[src/rtl/riscv_mem_pkg.sv]
// riscv_mem_pkg: shared encodings for the MEM stage load/store unit
package riscv_mem_pkg;
  localparam logic [1:0] LS_BYTE = 2'b00;
  localparam logic [1:0] LS_HALF = 2'b01;
  localparam logic [1:0] LS_WORD = 2'b10;
  localparam int CTL_REG_WRITE = 0;
  localparam int CTL_RTYPE = 1;
  localparam int CTL_MEM_READ = 2;
  localparam int CTL_MEM_WRITE = 3;
  localparam logic EXC_MISALIGN = 1'b0;
  localparam logic EXC_TIMEOUT = 1'b1;
  typedef enum logic [1:0] {ST_IDLE, ST_REQ, ST_DONE} lsu_state_t;
endpackage

[src/rtl/lsu_align.sv]
// lsu_align: store lane replication, byte enables, load shift/extend and misalignment detect
module lsu_align
  import riscv_mem_pkg::*;
(
  input  logic [1:0]  ls,
  input  logic [1:0]  off,
  input  logic        sign,
  input  logic [31:0] wd,
  input  logic [31:0] rdata,
  output logic [31:0] wdata,
  output logic [3:0]  be,
  output logic [31:0] load,
  output logic        misaligned
);
  logic [31:0] sh;
  always_comb begin
    wdata = ls == LS_BYTE ? {4{wd[7:0]}} : ls == LS_HALF ? {2{wd[15:0]}} : wd;
    be = ls == LS_BYTE ? 4'b0001 << off : ls == LS_HALF ? 4'b0011 << off : 4'b1111;
    sh = rdata >> {off, 3'b000};
    load = ls == LS_BYTE ? {{24{sign & sh[7]}}, sh[7:0]} :
           ls == LS_HALF ? {{16{sign & sh[15]}}, sh[15:0]} : sh;
    misaligned = (ls == LS_HALF & off[0]) | (ls[1] & off != 2'b00);
  end
endmodule

[src/rtl/mem_stage_lsu.sv]
// mem_stage_lsu: MEM stage load/store unit on a req/ack data bus with MEM/WB registers
module mem_stage_lsu
  import riscv_mem_pkg::*;
#(
  parameter int TIMEOUT = 16,
  parameter int CNT_W = 5
) (
  input  logic        clk,
  input  logic        rst_n,
  input  logic [31:0] mem_pc,
  input  logic [4:0]  mem_reg_addr,
  input  logic [7:0]  mem_control,
  input  logic [31:0] mem_alu_result,
  input  logic [31:0] mem_write_data,
  input  logic [1:0]  mem_ls,
  input  logic        mem_sign_flag,
  output logic        d_req,
  output logic        d_we,
  output logic [31:0] d_addr,
  output logic [3:0]  d_be,
  output logic [31:0] d_wdata,
  input  logic        d_ack,
  input  logic [31:0] d_rdata,
  output logic        mem_stall,
  output logic [31:0] wb_pc,
  output logic [4:0]  wb_reg_addr,
  output logic [7:0]  wb_control,
  output logic [31:0] wb_alu_result,
  output logic [31:0] wb_load_data,
  output logic        mem_exc,
  output logic        exc_cause
);
  lsu_state_t state;
  logic [CNT_W-1:0] cnt;
  logic [31:0] rdata_q, st_data, ld_data;
  logic [3:0] st_be;
  logic err, misaligned, is_store, access;
  assign is_store = mem_control[CTL_MEM_WRITE];
  assign access = mem_control[CTL_MEM_READ] | is_store;
  assign mem_stall = rst_n & (state == ST_REQ | (state == ST_IDLE & access & !misaligned));
  lsu_align u_align (
    .ls(mem_ls),
    .off(mem_alu_result[1:0]),
    .sign(mem_sign_flag),
    .wd(mem_write_data),
    .rdata(rdata_q),
    .wdata(st_data),
    .be(st_be),
    .load(ld_data),
    .misaligned(misaligned)
  );
  always_ff @(posedge clk or negedge rst_n) begin
    if (!rst_n) begin
      state <= ST_IDLE;
      cnt <= '0;
      rdata_q <= '0;
      err <= 1'b0;
      d_req <= 1'b0;
      d_we <= 1'b0;
      d_addr <= '0;
      d_be <= '0;
      d_wdata <= '0;
      wb_pc <= '0;
      wb_reg_addr <= '0;
      wb_control <= '0;
      wb_alu_result <= '0;
      wb_load_data <= '0;
      mem_exc <= 1'b0;
      exc_cause <= 1'b0;
    end else begin
      mem_exc <= 1'b0;
      exc_cause <= EXC_MISALIGN;
      case (state)
        ST_IDLE:
          if (access & !misaligned) begin
            state <= ST_REQ;
            cnt <= '0;
            d_req <= 1'b1;
            d_we <= is_store;
            d_addr <= {mem_alu_result[31:2], 2'b00};
            d_be <= is_store ? st_be : 4'b0000;
            d_wdata <= st_data;
          end else begin
            wb_pc <= mem_pc;
            wb_reg_addr <= mem_reg_addr;
            wb_control <= {mem_control[7:1], mem_control[CTL_REG_WRITE] & !access};
            wb_alu_result <= mem_alu_result;
            wb_load_data <= '0;
            mem_exc <= access;
          end
        ST_REQ: begin
          cnt <= cnt + 1'b1;
          if (d_ack | cnt == CNT_W'(TIMEOUT - 1)) begin
            d_req <= 1'b0;
            rdata_q <= d_ack ? d_rdata : '0;
            err <= !d_ack;
            state <= ST_DONE;
          end
        end
        ST_DONE: begin
          wb_pc <= mem_pc;
          wb_reg_addr <= mem_reg_addr;
          wb_control <= {mem_control[7:1], mem_control[CTL_REG_WRITE] & !err};
          wb_alu_result <= mem_alu_result;
          wb_load_data <= is_store | err ? '0 : ld_data;
          mem_exc <= err;
          exc_cause <= err ? EXC_TIMEOUT : EXC_MISALIGN;
          cnt <= '0;
          state <= ST_IDLE;
        end
        default: state <= ST_IDLE;
      endcase
    end
  end
endmodule

[config.mk]
export PLATFORM = sky130hd
export DESIGN_NAME = mem_stage_lsu
export DESIGN_NICKNAME = d
export VERILOG_FILES = /design/src/rtl/riscv_mem_pkg.sv /design/src/rtl/lsu_align.sv /design/src/rtl/mem_stage_lsu.sv
export SDC_FILE = /design/constraint.sdc
export NUM_CORES = 1
export LEC_CHECK = 0
export CAP_MARGIN = 20
export CORE_MARGIN = 5
export CORE_UTILIZATION = 40
export DETAILED_ROUTE_END_ITERATION = 10
export PLACE_DENSITY_LB_ADDON = 0.25
export SETUP_SLACK_MARGIN = 0.02
export SLEW_MARGIN = 0
export SYNTH_ARGS = -nofsm -noshare
export SYNTH_HDL_FRONTEND = slang
export SYNTH_SLANG_ARGS = --single-unit
[constraint.sdc]
create_clock -name clk -period 7.3 [get_ports clk]
set_input_delay 1.46 -clock clk [delete_from_list [all_inputs] [get_ports clk]]
set_output_delay 1.46 -clock clk [all_outputs]
set_load 0.03 [all_outputs]
=== After elaboration in Yosys (flattened, before gate mapping) ===
Index checks and enable logic that the tools add are counted.

* Equal/unequal tests: 7
* Muxes and demuxes: 31
* Reduce and logical (&&, ||, !) cells: 16
* Shift operators: 3
* Add/sub/neg operators: 1
* Bitwise gates (word level): 15

{| class="wikitable"
|+ Operator list
! kind !! number
|-
| 32-bit two-way mux || 9
|-
| 32-bit one-hot mux with 2 select lines || 3
|-
| 32-bit by 5-bit right shift with 32-bit output || 1
|-
| 8-bit one-hot mux with 2 select lines || 1
|-
| 5-bit one-hot mux with 3 select lines || 1
|-
| 4-bit two-way mux || 3
|-
| 1-bit bitwise AND || 10
|-
| 5-bit two-way mux || 2
|-
| 5-bit one-hot mux with 2 select lines || 1
|-
| 2-bit AND reduction || 5
|-
| 8-bit two-way mux || 1
|-
| 2-bit nonzero test || 3
|-
| 5-bit by 1-bit adder with 5-bit output (second input constant) || 1
|-
| 5-bit by 4-bit equality test with 1-bit output (second input constant) || 1
|-
| 1-bit two-way mux || 5
|-
| 1-bit bitwise OR || 5
|-
| 2-bit by 1-bit equality test with 1-bit output (second input constant) || 2
|-
| 1-bit logical NOT || 4
|-
| 2-bit logical NOT || 2
|-
| 2-bit two-way mux || 2
|-
| 2-bit by 1-bit != test with 1-bit output (second input constant) || 2
|-
| 1-bit one-hot mux with 2 select lines || 2
|-
| 2-bit one-hot mux with 2 select lines || 1
|-
| 1-bit by 2-bit left shift with 4-bit output (first input constant) || 1
|-
| 5 further kinds || 5
|}

* Output and inout port bits: 182
* Bits in registers: 219
* Input bits: 147

=== Depth between registers and ports, before layout ===
Gate-level depths: netlist of run 1.

* Depth after elaboration: 7
* Depth in mapped cells: 10

=== Modules after synthesis ===
Synthesis of run 1 repeated with hierarchy kept, for this count alone.

* Cells, all modules: 732
* Area, all modules: 9574.2 µm²

{| class="wikitable"
|+ Modules (own cells, without submodules)
! module !! seq. area each (µm²) !! cells an instance !! instances !! area an instance (µm²)
|-
| mem_stage_lsu || 5480.3 || 524 || 1 || 8280.4
|-
| lsu_align || 0.0 || 208 || 1 || 1293.7
|}

=== Worst setup path after synthesis of run 1 ===
Ideal clock, no wire load.

* Kind: input to output
* Start point: input mem_alu_result[0]
* End point: output mem_stall
* Required time: 5840 ps
* Arrival: 3434 ps
* Path slack: 2406 ps
* Stages on the path: 8
* Buffers on the path: 3
* Path through: buf_1 -> inv_1 -> ha_1 -> nor2b_1 -> or4_1 -> clkbuf_1 -> buf_6 -> a21boi_0

* Cells in the longest elaborated chain, start to end: 7
* Elaborated cells on any way between the ends: 8
* Those cells by class: bitwise (6); reduce/logical (2)

{| class="wikitable"
|+ RTL lines
! what !! line !! text
|-
| start, declared || mem_stage_lsu.sv:13 || <nowiki>input logic [31:0] mem_alu_result,</nowiki>
|-
| 2-bit nonzero test || lsu_align.sv:22 || <nowiki>misaligned = (ls == LS_HALF & off[0]) | (ls[1] & off != 2'b00);</nowiki>
|-
| 1-bit bitwise AND || lsu_align.sv:22 ||
|-
| 1-bit bitwise OR (*) || lsu_align.sv:22 ||
|-
| 1-bit logical NOT (*) || mem_stage_lsu.sv:40 || <nowiki>assign mem_stall = rst_n & (state == ST_REQ | (state == ST_IDLE & access & !misaligned));</nowiki>
|-
| 1-bit bitwise AND (*) || mem_stage_lsu.sv:40 ||
|-
| 1-bit bitwise OR (*) || mem_stage_lsu.sv:40 ||
|-
| 1-bit bitwise AND (*) || mem_stage_lsu.sv:40 ||
|-
| end, declared || mem_stage_lsu.sv:24 || <nowiki>output logic mem_stall,</nowiki>
|}

Every way passes the cells marked *; elsewhere a longest branch is shown, timed or not.

=== Final worst setup path of run 1 ===
* Start point: input mem_alu_result[1]
* End point: output mem_stall

* Cells in the longest elaborated chain, start to end: 7

{| class="wikitable"
|+ RTL lines
! what !! line
|-
| 2-bit nonzero test || lsu_align.sv:22
|-
| 1-bit bitwise AND || lsu_align.sv:22
|-
| 1-bit bitwise OR || lsu_align.sv:22
|-
| 1-bit logical NOT || mem_stage_lsu.sv:40
|-
| 1-bit bitwise AND || mem_stage_lsu.sv:40
|-
| 1-bit bitwise OR || mem_stage_lsu.sv:40
|-
| 1-bit bitwise AND || mem_stage_lsu.sv:40
|}

Every way passes these cells.

==> flow_metrics.tcl, run 1 <==
set metrics [dict create \
    grt_pass1_vias 7673 \
    io_pins 329 \
    die_w_um 161.2 \
    cts_tree "built" \
    dr.pass1.iters 4 \
    timing.critical_path.slowest_stage_cell "sky130_fd_sc_hd__clkdlybuf4s50_1" \
    initial_core_util_pct 40.50 \
    worstReg2RegStart "state[1]" \
    core-area_um2 22570 \
    vdd.ir_drop.worst_mv 0.2167 \
    setup_repair_after_global_routing_missed_its_margin "false" \
    worst_slew_pin_slew_ps 965.3 \
    avgSynthCellArea_um2 9.757 \
    synth-edff-count 0 \
    whs_path_depth 2 \
    crit_path_max_fanout 30 \
    ant_nets 0 \
    r2r.worst_path.cells 4 \
    synth-seq-cells 219 \
    cts.sink_count 219 \
    grt_max_degree 97 \
    setup_viol 0 \
    io_buffers 326 \
    total_leakage_power_nw 6.406 \
    worstReg2RegEnd "wb_load_data[28]" \
    min_from "wb_alu_result[13]" \
    die-height_um 161.2 \
    clk_pin_slew_worst_paths_ps 60 \
    post_route_cells_drive_above_1_share_pct 5.556 \
    grt_first_pass_wirelength_um 43400 \
    final-max-slew-violation-count 0 \
    synth_async_sr_flop_share_pct 100.0 \
    worstPathBufferInverterCount 4 \
    outcome "finished clean" \
    synthFlopType "sky130_fd_sc_hd__dfrtp_1" \
    global_route.usage.total_pct 20.50 \
    finalWorstSetupSlack_ps 1748 \
    cp_common_cell "sky130_fd_sc_hd__clkdlybuf4s50_1" \
    number_of_antenna_diodes 0 \
    hold_path_end "wb_alu_result[13]" \
    rows 55 \
    cp_top_family "buffers and inverters" \
    timing.critical_path.to_type "primary output" \
    power_density_nw_per_um2 415.7 \
    area_growth_syn_to_layout_pct 46.87 \
    routedWlPerCell_um 17.70 \
    finalCriticalPeriod_ps 5552 \
    worst_clock_skew_ps 15.54 \
    netlist_area_um2 9143 \
    postCtsSetupBuffers 0 \
    critPathArrivalTime_ps 4090 \
    min_period_over_period_pct 76.06 \
    tritoncts.num_buffers 25 \
    clock_tree.htree_level_count 1 \
    ctsHoldBuffers 0 \
    finalHoldViolations 0 \
    grt_antenna_before_repair 1 \
    cts_resized 0 \
    post_synth_inst_count 937 \
    timing.setup.tns_ps 0 \
    clk-insertion-delay-late_ps 510 \
    dp_slack_ps 1764 \
    dp_hpwl_um 18900 \
    hold_path_class "flop to flop" \
    totalWireLength_um 27350 \
    via_density_per_instance 4.949 \
    global_route.overflow_total 0 \
    synth-seq-area-share_pct 59.94 \
    timing.critical_path.cells "clkdlybuf4s50_1 > buf_4 > inv_1 > ha_1 > nor2b_1 > or4_4 > a21boi_0 > clkdlybuf4s50_1" \
    critPathKind "input port to primary output" \
    detailroute.via_count 7646 \
    startpoint_type "input port" \
    slack_of_the_worst_reg_to_reg_path_ps 5050 \
    worst_path_largest_cell_delay_ps 650 \
    design.die.area_um2 25980 \
    max-slew-margin-rel_pct 35.65 \
    initialDrtViolationCount 488 \
    drt_drc_violations_left 0 \
    achievable-frequency_mhz 180.1 \
    nets 1396 \
    synth.lib_cells_used.distinct 44 \
    clk_path_buf_depth 3 \
    weighted_congestion_at_the_end_of_routability_driven_global_placement 0.7894 \
    maxCapViolCount 0 \
    worstPathRequired_ps 5840 \
    cts.root.buffer_cell "sky130_fd_sc_hd__clkbuf_16" \
    yosys_warnings 0 \
]
## state kept, by name, indices dropped and copies added, names as in the netlist
signal,flops
cnt,5
d_addr,30
d_be,4
d_req,1
d_wdata,32
d_we,1
err,1
exc_cause,1
mem_exc,1
rdata_q,32
state,2
wb_alu_result,32
wb_control,8
wb_load_data,32
wb_pc,32
wb_reg_addr,5
## cells in the final DEF, fill, tap and decap left out, types with 2 or more instances in the layout
cell type | synthesis | routed
sky130_fd_sc_hd__inv_1 | 7 | 7
sky130_fd_sc_hd__clkbuf_16 | 0 | 25
sky130_fd_sc_hd__o21a_1 | 2 | 2
sky130_fd_sc_hd__clkdlybuf4s50_1 | 0 | 325
sky130_fd_sc_hd__a21oi_1 | 29 | 29
sky130_fd_sc_hd__a22oi_1 | 16 | 16
sky130_fd_sc_hd__a22o_1 | 43 | 43
sky130_fd_sc_hd__nor2b_1 | 3 | 3
sky130_fd_sc_hd__clkbuf_1 | 31 | 7
sky130_fd_sc_hd__dfrtp_1 | 219 | 219
sky130_fd_sc_hd__mux4_2 | 2 | 2
sky130_fd_sc_hd__conb_1 | 1 | 2
sky130_fd_sc_hd__nor2_1 | 22 | 21
sky130_fd_sc_hd__buf_4 | 2 | 15
sky130_fd_sc_hd__clkbuf_8 | 0 | 3
sky130_fd_sc_hd__and3_1 | 2 | 2
sky130_fd_sc_hd__mux2_2 | 9 | 9
sky130_fd_sc_hd__clkinv_2 | 0 | 5
sky130_fd_sc_hd__mux2i_1 | 40 | 40
sky130_fd_sc_hd__o31ai_1 | 2 | 2
sky130_fd_sc_hd__ha_1 | 6 | 6
sky130_fd_sc_hd__bufinv_16 | 0 | 3
sky130_fd_sc_hd__nand2_1 | 399 | 399
sky130_fd_sc_hd__o21ai_1 | 6 | 5
sky130_fd_sc_hd__o211ai_1 | 3 | 3
sky130_fd_sc_hd__o21ai_0 | 43 | 43
## layout make-up
class	count	area, um^2
clock buffers	35	693.2
flip-flops and latches	219	5480
inverters	7	26.28
fillers	1949	9144
repair buffers	341	3381
multi-input cells	649	3368
well taps	285	356.6
clock inverters	9	122.6
## cell families after synthesis
kind of cell | synth area share (%)
AND/OR/NAND/NOR | 18.65
flip-flops | 59.94
AO/OA/AOI/OAI | 10.89
buffers and inverters | 3.572
multiplexers | 5.981
adder cells (fa/ha/maj) | 0.8211
other | 0.04102
XOR/XNOR | 0.09582
## per-layer routing
metal	track usage [%]	up-vias	part of all wire, %
met5	0	-	0.040
met4	5.079	2	2.2
met3	4.797	38	7.3
met2	34.25	262	48
met1	27.24	3643	42
li1	-	3701	-
## cells in the mapped netlist (all sizes together), types with 3 or more instances
library cell  instances  area (um^2)
buf                  32        183.9
nand2               399         1498
a22o                 43        376.6
a22oi                16        120.1
nor2                 22        82.58
mux2                  9        101.4
inv                   7        26.28
mux2i                40        400.4
nor2b                 3        18.77
a21oi                29        145.1
clkbuf               31        116.4
dfrtp               219         5480
o21ai                49        245.2
o211ai                3        22.52
ha                    6        75.07
## where the power goes
part | switching [W] | leakage (nW) | internal [W]
registers | 0.000288 | 2.76 | 0.00166
logic | 0.00142 | 3.25 | 0.000965
clock network | 0.000483 | 0.400 | 0.000765
## worst register-to-register path: stages, from the launching register on
cell	delay (ps)
sky130_fd_sc_hd__dfrtp_1	470
sky130_fd_sc_hd__o41ai_4	700
sky130_fd_sc_hd__buf_4	710
sky130_fd_sc_hd__a22oi_1	210
sky130_fd_sc_hd__nand2_1	100
## metrics by stage
step	area (um^2)	cells	power [W]	utilization (%)	hold WS [ps]
5_1_grt	13430	1545	0.005889	59.49	484.5
3_3_place_gp	12610	1501	0.004329	55.88	455.7
3_5_place_dp	12610	1501	0.004373	55.88	460.8
2_1_floorplan	9146	938	0.003281	-	467.9
4_1_cts	13430	1545	0.005652	59.49	475.1
6_report	13430	1545	0.005582	59.49	469.7
## worst max-delay path by stage
stage                           start   endpoint  slack [ps]  cells past startpoint
floorplan           mem_alu_result[0]  mem_stall        2410                      8
global placement    mem_alu_result[0]  mem_stall        1840                      8
detailed placement  mem_alu_result[1]  mem_stall        1760                      8
CTS                 mem_alu_result[1]  mem_stall        1760                      8
global route        mem_alu_result[1]  mem_stall        1570                      8
finish              mem_alu_result[1]  mem_stall        1750                      8
Note: power is estimated with default switching activity, not from simulation.
==> run 2: changes to the inputs <==
==> constraint.sdc (replaced) <==
create_clock -name clk -period 5.4 [get_ports clk]
set_input_delay 1.08 -clock clk [delete_from_list [all_inputs] [get_ports clk]]
set_output_delay 1.08 -clock clk [all_outputs]
set_load 0.03 [all_outputs]
==> flow_metrics.tcl, run 2 (synthesized netlist as in run 1, its figures left out) <==
set metrics [dict create \
    timing.critical_path.slowest_stage_cell "sky130_fd_sc_hd__clkdlybuf4s50_1" \
    rows 55 \
    grt_max_degree 97 \
    worst_path_largest_cell_delay_ps 460 \
    achievable-frequency_mhz 232.2 \
    cts_tree "built" \
    critPathKind "input port to primary output" \
    global_route.overflow_total 0 \
    design.die.area_um2 25980 \
    timing.critical_path.cells "clkdlybuf4s50_1 > buf_4 > inv_1 > ha_1 > nor2b_1 > or4_4 > a21boi_0 > buf_4" \
    area_growth_syn_to_layout_pct 46.42 \
    cts.sink_count 219 \
    power_density_nw_per_um2 558.7 \
    grt_antenna_before_repair 0 \
    grt_pass1_vias 7767 \
    vdd.ir_drop.worst_mv 0.2913 \
    weighted_congestion_at_the_end_of_routability_driven_global_placement 0.8043 \
    global_route.usage.total_pct 20.92 \
    setup_repair_after_global_routing_missed_its_margin "false" \
    crit_path_max_fanout 30 \
    core-area_um2 22570 \
    clk_pin_slew_worst_paths_ps 60 \
    die-height_um 161.2 \
    worst_slew_pin_slew_ps 999.1 \
    die_w_um 161.2 \
    critPathArrivalTime_ps 3230 \
    finalCriticalPeriod_ps 4307 \
    timing.critical_path.to_type "primary output" \
    timing.setup.tns_ps 0 \
    io_buffers 326 \
    setup_viol 0 \
    drt_drc_violations_left 0 \
    maxCapViolCount 0 \
    clock_tree.htree_level_count 1 \
    cts.root.buffer_cell "sky130_fd_sc_hd__clkbuf_16" \
    routedWlPerCell_um 18.02 \
    cts_resized 0 \
    holdWs_ps 468.8 \
    postCtsSetupBuffers 0 \
    finalHoldViolations 0 \
    tritoncts.num_buffers 25 \
    totalWireLength_um 27840 \
    worst_clock_skew_ps 11.37 \
    ant_nets 0 \
    initialDrtViolationCount 545 \
    ctsHoldBuffers 0 \
    post_route_cells_drive_above_1_share_pct 5.719 \
    clk-insertion-delay-late_ps 510 \
    max-slew-margin-rel_pct 33.32 \
    via_density_per_instance 5.012 \
    dr.pass1.iters 5 \
    clk_path_buf_depth 3 \
    outcome "finished clean" \
    initial_core_util_pct 40.50 \
    nFillCells 1978 \
    grt_first_pass_wirelength_um 44070 \
    cp_common_cell "sky130_fd_sc_hd__buf_4" \
    worstPathRequired_ps 4320 \
    total_leakage_power_nw 6.388 \
    layout.cells.most_common "sky130_fd_sc_hd__nand2_1" \
    io_pins 329 \
    dp_hpwl_um 19320 \
    nets 1396 \
    layout.cells.most_common_list "sky130_fd_sc_hd__nand2_1 (399), sky130_fd_sc_hd__clkdlybuf4s50_1 (324), sky130_fd_sc_hd__dfrtp_1 (219)" \
    detailroute.via_count 7743 \
    startpoint_type "input port" \
    min_period_over_period_pct 79.76 \
    hold_path_class "flop to flop" \
    final-max-slew-violation-count 0 \
]
run 2: where the power goes:
group / leakage [nW] / total (W) / switching, W / internal, W
Combinational: 3.25 / 0.00323 / 0.00192 / 0.00131
Clock: 0.381 / 0.00161 / 0.000659 / 0.000949
Sequential: 2.76 / 0.00264 / 0.000391 / 0.00225
Total: 6.39 / 0.00748 / 0.00297 / 0.00451
run 2: stage by stage:
step           setup WS [ps]  power, W  std cells  cell area (um^2)  utilization (%)
2_1_floorplan           1266  0.004435        938              9146                -
3_3_place_gp            1162  0.005852       1500             12600            55.83
3_5_place_dp            1112  0.005914       1501             12610            55.86
4_1_cts                 1107  0.007563       1544             13380            59.30
5_1_grt                952.0  0.007903       1544             13380            59.30
6_report                1093  0.007479       1545             13390            59.31
run 2: path summary, 6_finish.rpt:
kind                                   startpoint                end  slack [ps]  cells past startpoint
worst max-delay path            mem_alu_result[1]          mem_stall        1090                      8
worst min-delay path            wb_alu_result[26]  wb_alu_result[26]         470                      2
worst max register to register           state[1]        d_wdata[21]        3170                      5
worst min register to register  wb_alu_result[26]  wb_alu_result[26]         470                      2
max in group asynchronous                   rst_n             cnt[1]        3480                      2
min in group asynchronous                   rst_n        rdata_q[14]         540                      1
run 2: cell type report:
type,count,area [um^2],share of cell area (%)
sequential,219,5480,40.94
timing repair buffer,341,3378,25.24
antenna,1,2.502,0.01869
inverter,7,26.28,0.1963
tap,285,356.6,2.664
clock buffer,34,699.4,5.225
clock inverter,9,75.07,0.5608
multi-input combinational,649,3368,25.16
run 2: critical path, delay by kind of cell:
kind	cells	cell delay, ps
AOI/OAI and AO/OA	1	70
adders and majority gates	1	240
buffers and inverters	4	1180
and+or+nand+nor	2	650
run 2: routing by layer:
| layer | routed length (um) | track usage (%) | vias to the layer above | share of wire [%] |
|---|---|---|---|---|
| li1 | - | - | 3693 | - |
| met1 | 11910 | 27.80 | 3738 | 43 |
| met2 | 13470 | 35.17 | 275 | 48 |
| met3 | 1860 | 4.593 | 37 | 6.7 |
| met4 | 600 | 5.235 | 0 | 2.2 |
| met5 | 0 | 0 | - | 0 |
